$ cat config.mk
export PLATFORM = sky130hd
export DESIGN_NAME = smac_out_stage
export DESIGN_NICKNAME = d
export VERILOG_FILES = /design/src/rtl/smac_out_stage.sv
export SDC_FILE = /design/constraint.sdc
export NUM_CORES = 1
export LEC_CHECK = 0
export ABC_AREA = 1
export BUFFER_PORTS_ARGS = -buffer_cell sky130_fd_sc_hd__buf_2
export CAP_MARGIN = 20
export CORE_MARGIN = 4
export CORE_UTILIZATION = 63
export CTS_BUF_LIST = sky130_fd_sc_hd__clkbuf_8
export CTS_CLUSTER_SIZE = 8
export DETAILED_ROUTE_END_ITERATION = 10
export PLACE_DENSITY = 0.89
export SLEW_MARGIN = 20
export SYNTH_ARGS = -nofsm -noshare
export SYNTH_HDL_FRONTEND = slang
export SYNTH_SLANG_ARGS = --single-unit
$ cat constraint.sdc
create_clock -name clk -period 2 [get_ports clk]
set_input_delay 0.4 -clock clk [delete_from_list [all_inputs] [get_ports clk]]
set_output_delay 0.4 -clock clk [all_outputs]
set_load 0.01 [all_outputs]
$ cat src/rtl/smac_out_stage.sv
// smac_out_stage: requantize accumulators, buffer one result per filter, drain with optional ReLU (SMAC_OUT_ROUND_EN enables round-half-up)
module smac_out_stage #(
  parameter int ACC_W   = 32,
  parameter int ACT_W   = 8,
  parameter int N_FIL   = 16,
  parameter int SHIFT_W = 5
) (
  input  logic                     clk,
  input  logic                     rst_n,
  input  logic                     valid_ac3,
  input  logic [ACC_W-1:0]         acc_in,
  input  logic [SHIFT_W-1:0]       shift,
  input  logic                     wb,
  input  logic                     act_wb,
  input  logic                     mem_ready,
  output logic                     mem_valid,
  output logic [ACT_W-1:0]         mem_data,
  output logic [$clog2(N_FIL)-1:0] mem_addr,
  output logic                     done_quant,
  output logic                     relu_done,
  output logic                     ovf_err
);
  localparam int AW = $clog2(N_FIL);
  localparam logic [AW:0] NF = (AW+1)'(N_FIL);
  localparam logic [AW-1:0] LAST = AW'(N_FIL - 1);
  localparam logic [SHIFT_W-1:0] SMAX = SHIFT_W'(ACC_W - 1);
  localparam logic signed [ACC_W:0] HI = (ACC_W+1)'((1 << (ACT_W - 1)) - 1);
  localparam logic signed [ACC_W:0] LO = -HI - 1;
  typedef enum logic [1:0] {FILL, FULL, DRAIN, DONE} state_t;
  state_t state;
  logic [AW:0] wr_ptr, cnt;
  logic [AW-1:0] rd_ptr;
  logic p1, p2, accept;
  logic [SHIFT_W-1:0] s_eff;
  logic signed [ACC_W:0] ext, rnd, sum, r_next, r1;
  logic signed [ACT_W-1:0] q_next, q2, cur;
  logic signed [ACT_W-1:0] mem_buf [N_FIL];
  // Q1 arithmetic is done one bit wider so the rounding add cannot wrap
  always_comb begin
    accept = (state == FILL) && valid_ac3 && (cnt < NF);
    s_eff = (int'(shift) > ACC_W - 1) ? SMAX : shift;
    ext = {acc_in[ACC_W-1], acc_in};
`ifdef SMAC_OUT_ROUND_EN
    rnd = (s_eff == '0) ? '0 : ((ACC_W+1)'(1) <<< (s_eff - 1'b1));
`else
    rnd = '0;
`endif
    sum = ext + rnd;
    r_next = sum >>> s_eff;
    q_next = (r1 > HI) ? HI[ACT_W-1:0] : (r1 < LO) ? LO[ACT_W-1:0] : r1[ACT_W-1:0];
    cur = mem_buf[rd_ptr];
    mem_valid = (state == DRAIN);
    done_quant = (state == FULL);
    relu_done = (state == DONE);
    mem_addr = mem_valid ? rd_ptr : '0;
    mem_data = !mem_valid ? '0 : (act_wb && cur[ACT_W-1]) ? '0 : cur;
  end
  // Capture pipeline, pointers, sticky overflow and the fill/drain FSM
  always_ff @(posedge clk or negedge rst_n) begin
    if (!rst_n) begin
      state <= FILL;
      wr_ptr <= '0;
      cnt <= '0;
      rd_ptr <= '0;
      p1 <= 1'b0;
      p2 <= 1'b0;
      r1 <= '0;
      q2 <= '0;
      ovf_err <= 1'b0;
    end else begin
      p1 <= accept;
      p2 <= p1;
      if (accept) begin
        r1 <= r_next;
        cnt <= cnt + 1'b1;
      end
      if (p1) q2 <= q_next;
      if (p2) wr_ptr <= wr_ptr + 1'b1;
      if (valid_ac3 && !accept) ovf_err <= 1'b1;
      case (state)
        FILL:  if (p2 && wr_ptr == NF - 1'b1) state <= FULL;
        FULL:  if (wb) state <= DRAIN;
        DRAIN: if (mem_ready) begin
          rd_ptr <= rd_ptr + 1'b1;
          if (rd_ptr == LAST) state <= DONE;
        end
        default: begin
          state <= FILL;
          wr_ptr <= '0;
          cnt <= '0;
          rd_ptr <= '0;
        end
      endcase
    end
  end
  // Result buffer; contents are don't-care after reset
  always_ff @(posedge clk) begin
    if (p2) mem_buf[wr_ptr[AW-1:0]] <= q2;
  end
endmodule

==> results of run 1 <==
## through the flow
stage	power, mW	util, %	area, um^2
finish	13.8	76.4	11200
global route	14.4	76.4	11200
CTS	12.7	73.2	10800
detailed placement	9.84	69.1	10200
global placement	9.63	69.1	10200
floorplan	8.38	-	9560
## metal layers
layer  vias up  global-route usage, %
met5         -                      0
met1      4065                   36.2
li1       3961                      -
met3       122                   5.54
met4         0                   11.9
met2       597                   50.0
## state kept, by name, indices dropped and copies added, names as in the netlist
name and count:
mem_buf 128, q2 8, p1 1, state 2, rd_ptr 4, wr_ptr 5, p2 1, cnt 5
r1 32, ovf_err 1
## power by group
part / internal, mW / total, mW / switching, mW
logic: 2.08 / 5.40 / 3.33
clock network: 1.07 / 2.53 / 1.46
registers: 5.03 / 5.84 / 0.808
total: 8.17 / 13.8 / 5.60
## worst max-delay path, delay by kind of cell, from the launching register on
family,cells,cell delay (ns)
compound gates,1,0.15
buf+inv,4,0.42
flops,1,0.46
simple gates,7,0.72
## Yosys cell counts (2+ instances only)
cell type    n
inv_4        2
nand2_1    350
inv_2        4
o21ai_0     17
buf_2       29
ha_1        11
buf_6        9
nor2_1      93
buf_4        7
nand2_2      2
clkbuf_1    11
buf_1        3
dfrtp_1     59
a21oi_1     35
inv_1       51
clkinv_1     3
o21ai_1      8
nor3_1       5
nor2_2       2
edfxtp_1   128
nand3_1    274
nand4_1      5
o211ai_1     5
## cells by family after synthesis
kind of cell / count (synthesis) / synth area share, %
DFF: 187 / 55.7
buffers and inverters: 119 / 6.09
adders and majority gates: 11 / 1.44
and+or+nand+nor: 733 / 32.8
AOI/OAI and AO/OA: 71 / 4.02
## layout make-up
type | instances | area [um^2] | share of cell area (%)
clock buffer | 18 | 248 | 2.21
clock inverter | 14 | 150 | 1.34
sequential | 187 | 5320 | 47.4
multi-input combinational | 815 | 3970 | 35.4
tap | 184 | 230 | 2.05
timing repair inverter | 1 | 8.76 | 0.0780
inverter | 60 | 243 | 2.16
timing repair buffer | 126 | 1050 | 9.38
## how the worst max path moves through the flow
stage / from / to / slack [ns] / cells past startpoint
after floorplan: rd_ptr[0] / mem_data[0] / 0.31 / 9
after global placement: rd_ptr[0] / mem_data[3] / 0.02 / 11
after detailed placement: rd_ptr[0] / mem_data[3] / -0.06 / 11
after CTS: rd_ptr[0] / mem_data[3] / -0.45 / 11
after global routing: rd_ptr[0] / mem_data[3] / -0.69 / 12
final: rd_ptr[0] / mem_data[3] / -0.64 / 12
## what timing repair did
action | in CTS | in global routing
setup buffers | 5 | 9
hold buffers | 1 | 0
resized for setup | 27 | 82
cloned | 2 | 5
hold endpoints to repair | 18 | 0
pin swaps | 4 | 19
setup endpoints to repair | 12 | 43
==> flow_summary.ini, run 1 <==
[grt]
gr-total-overflow = 0
antenna_found_initial = 0
grt_max_degree = 33
first_global_vias = 8118
grt_usage_pct = 29.0
grt_first_pass_wirelength_um = 40200

[worst_setup_path]
cp_max_fo = 7
required_ns = 1.60
cp_cell_sequence = buf_6, inv_6, nor2_1, nor2_1, o21ai_0, nand3_1, nand3_2, nand2_4, nand2_8, nand2_2, inv_1, buf_2
critical_path_class = flop to output port
cp-end-kind = output port
reg2reg_to = state[1]
r2r_start = rd_ptr[0]
arrival_ns = 2.24
rrSetupSlack_ns = 0.11
startpoint_type = flop
slowest_delay_ns = 0.46
slowest_stage = dfrtp_2
reg2regPathDepth = 10
cp_common_cell = nor2_1

[min_path]
hold_path.class = input pin to flop
min_to = ovf_err
hold_depth = 2
min_from = valid_ac3

[floorplan]
dieWidth_um = 131
ioPinCount = 59
die-area_um2 = 17200
initial_core_util_pct = 65.0
std_cell_rows = 44
die_h_um = 131
coreArea_um2 = 14700

[clock_tree]
clockBufferDepth = 2
clock_latency_ns = 0.49
htree_num_levels = 4
cts.root.buffer_cell = clkbuf_8
cts.sinks = 187
path_clk_slew_ns = 0.10
cts_tree = yes
numCtsBuffers = 17

[logic_synthesis]
synthDistinctLibCells = 31
synth_fp_nets = 1175
ys.flop_type = edfxtp_1
synthCells = 1121
syn_area_per_cell_um2 = 8.52
async_reset_ff_share_pct = 31.6
synth-seq-cells = 187
synth_edf_count = 128
synth.top_cells.by_area = edfxtp_1 40%, dfrtp_1 15%, nand3_1 14%, nand2_1 14%, nor2_1 3.7%
synth_top_area_share_pct = 40.2
synth.cell_area_um2 = 9560
yosysTopAreaCell = edfxtp_1
yosysSeqAreaShare_pct = 55.7
yosys_warnings = 0

[route]
first_iter_violations = 1228
wl_met2_um = 13400
wl_met3_um = 2800
routed_wirelength_um = 27100
drt-wirelength-per-cell_um = 19.3
post-route-drc-count = 0
vias_per_cell = 6.22
first_pass_iters = 5
vias = 8745
top_layer = met4
ant_nets = 0
m1WireLength_um = 9620

[outcome]
outcome = finished, violations left
violations = setup timing

[sta]
fin_skew_ns = 0.0221
slew_viol_final = 0
tns_ns = -4.84
fin_ws_ns = -0.636
fin_crit_ns = 2.64
hold_viol = 0
finalCritPeriodShare_pct = 132
rsz0062_at_grt = yes
slew_headroom_pct = 47.3
holdWs_ns = 0.193
setup_viol = 9
clock.fmax_mhz = 379
tightest_slew_ns = 0.791

[placed_design]
placed_cells = 1352
pre_cts_slack_ns = -0.0575
dpl.hpwl_um = 16400
gp_congestion = 0.956
io_buffers = 58

[cells_and_area]
syn_to_final_growth_pct = 17.5
antenna_cells = 0
drive_gt1_share_pct = 19.7
fin_cells = 1405
final_common_cell = nand2_1
final_cell_mix = 335 x nand2_1, 234 x nand3_1, 128 x edfxtp_1
finalNetCount = 1262
nFillCells = 921

[pwr]
leakagePower_nw = 4.84
powerDensity_nw_per_um2 = 1230
ir_drop_mv = 0.817

[job]
drv_cap = 0
No activity file was read; power rests on OpenSTA's default activity.
==> run 2: changes to the inputs <==
- ABC_AREA: 1 -> unset
==> flow_summary.ini, run 2 <==
[route]
first_pass_iters = 5
post-route-drc-count = 0
ant_nets = 0
vias_per_cell = 6.95
vias = 6961
first_iter_violations = 739
drt-wirelength-per-cell_um = 26.1
routed_wirelength_um = 26200

[pwr]
ir_drop_mv = 0.462
leakagePower_nw = 4.29
powerDensity_nw_per_um2 = 1120
p_total_mw = 12.7

[worst_setup_path]
required_ns = 1.60
cp_max_fo = 5
cp_cell_sequence = buf_12, buf_12, buf_16, mux4_2, mux4_2, nor2b_1, buf_2
slowest_stage = mux4_2
path_buf_inv = 4
arrival_ns = 2.53
crit_family = multiplexers
startpoint_type = flop
slowest_delay_ns = 0.50
cp-end-kind = output port
critical_path_class = flop to output port

[grt]
gr-total-overflow = 0
first_global_vias = 6908
grt_max_degree = 53
grt_first_pass_wirelength_um = 40300
grt_usage_pct = 30.4
antenna_found_initial = 1

[min_path]
hold_path.class = input pin to flop

[cells_and_area]
final_cell_mix = 128 x edfxtp_1, 93 x buf_4, 71 x mux4_2
largest_register_ffs = 128
nFillCells = 811
drive_gt1_share_pct = 38.3
postLayoutCoreUtil_pct = 77.1
antenna_cells = 0
finalNetCount = 859
syn_to_final_growth_pct = 18.0
final_common_cell = edfxtp_1

[clock_tree]
cts.sinks = 187
htree_num_levels = 4
clock_latency_ns = 0.46
numCtsBuffers = 17
path_clk_slew_ns = 0.09
cts.root.buffer_cell = clkbuf_8
clockBufferDepth = 2
cts_tree = yes

[logic_synthesis]
syn_area_per_cell_um2 = 14.5
async_reset_ff_share_pct = 31.6
synthCells = 664
synth.top_cells.by_area = edfxtp_1 40%, mux4_2 17%, dfrtp_1 15%, mux4_1 2.7%, mux2_2 2.6%
yosys_warnings = 0
synthDistinctLibCells = 58
synth_fp_nets = 718
synth-seq-cells = 187
synth_edf_count = 128
synth_top_area_share_pct = 39.9
synth_most_common_cell = edfxtp_1
yosysSeqAreaShare_pct = 55.2
synth.cell_area_um2 = 9640
synth_commonest_cells = 128 x edfxtp_1, 71 x mux4_2, 59 x dfrtp_1
yosysTopAreaCell = edfxtp_1
ys.flop_type = edfxtp_1

[placed_design]
io_buffers = 58
dpl.hpwl_um = 18000
gp_congestion = 0.970
pre_cts_slack_ns = -0.515

[sta]
slew_viol_final = 0
setup_viol = 8
finalCritPeriodShare_pct = 147
fin_crit_ns = 2.93
tightest_slew_ns = 0.586
hold_viol = 0
holdWs_ns = 0.153
tns_ns = -7.14
slew_headroom_pct = 61.0
clock.fmax_mhz = 341
fin_skew_ns = 0.0142
rsz0062_at_grt = yes
fin_ws_ns = -0.931

[floorplan]
ioPinCount = 59
coreArea_um2 = 14800
std_cell_rows = 44
die-area_um2 = 17300
die_h_um = 132
dieWidth_um = 132
initial_core_util_pct = 65.3

[outcome]
violations = setup timing
outcome = finished, violations left

[job]
drv_cap = 0
-- run 2: per-stage QoR --
| stage | std cells | cell area, um^2 |
|---|---|---|
| 3_5_place_dp | 951 | 10700 |
| 4_1_cts | 994 | 11300 |
| 3_3_place_gp | 951 | 10700 |
| 2_1_floorplan | 664 | 9710 |
| 6_report | 1002 | 11400 |
| 5_1_grt | 1002 | 11400 |
-- run 2: cell type report --
cell class	count	area (um^2)	area share [%]
Timing Repair Buffer	166	1230	10.8
Multi-Input combinational cell	419	4140	36.4
Tap cell	184	230	2.02
Sequential cell	187	5330	46.8
Clock buffer	17	234	2.06
Clock inverter	15	161	1.42
Inverter	14	52.6	0.462
-- run 2: cell families (layout without fill, tap and decap cells) --
| group | Yosys count | count (layout) | share of synthesized area [%] |
|---|---|---|---|
| compound gates | 101 | 101 | 7.21 |
| buf+inv | 58 | 212 | 2.78 |
| simple gates | 176 | 176 | 8.67 |
| mux | 125 | 125 | 24.2 |
| fa+ha+maj | 11 | 11 | 1.43 |
| flops | 187 | 187 | 55.2 |
| xor+xnor | 6 | 6 | 0.545 |
-- run 2: timing repair --
action	in CTS	in global routing
cloned	2	0
setup endpoints to repair	14	25
buffers inserted	9	9
resized for setup	18	18
hold buffers	1	0
hold endpoints to repair	7	0
pin swaps	2	7
-- run 2: final timing paths --
check | startpoint | end | slack [ns] | depth (start not counted)
setup / recovery | rd_ptr[0] | mem_data[1] | -0.93 | 7
hold / removal | valid_ac3 | ovf_err | 0.15 | 2
setup reg to reg | state[0] | r1[7] | 0.01 | 8
hold reg to reg | ovf_err | ovf_err | 0.47 | 1
max in group asynchronous | rst_n | wr_ptr[1] | 1.15 | 3
min in group asynchronous | rst_n | ovf_err | 0.32 | 2
-- run 2: layer usage --
layer  global-route usage (%)  vias to the layer above  share of wire (%)
li1                         -                     2924                  -
met1                     38.1                     3473                 36
met2                     52.8                      466                 52
met3                     4.85                       96                7.4
met4                     13.5                        2                5.2
met5                        0                        -              0.050
-- run 2: report_power, final --
part	internal (mW)	total, mW	switching (mW)
Combinational	2.10	4.10	2.00
Sequential	5.18	6.09	0.918
Clock	1.13	2.50	1.37
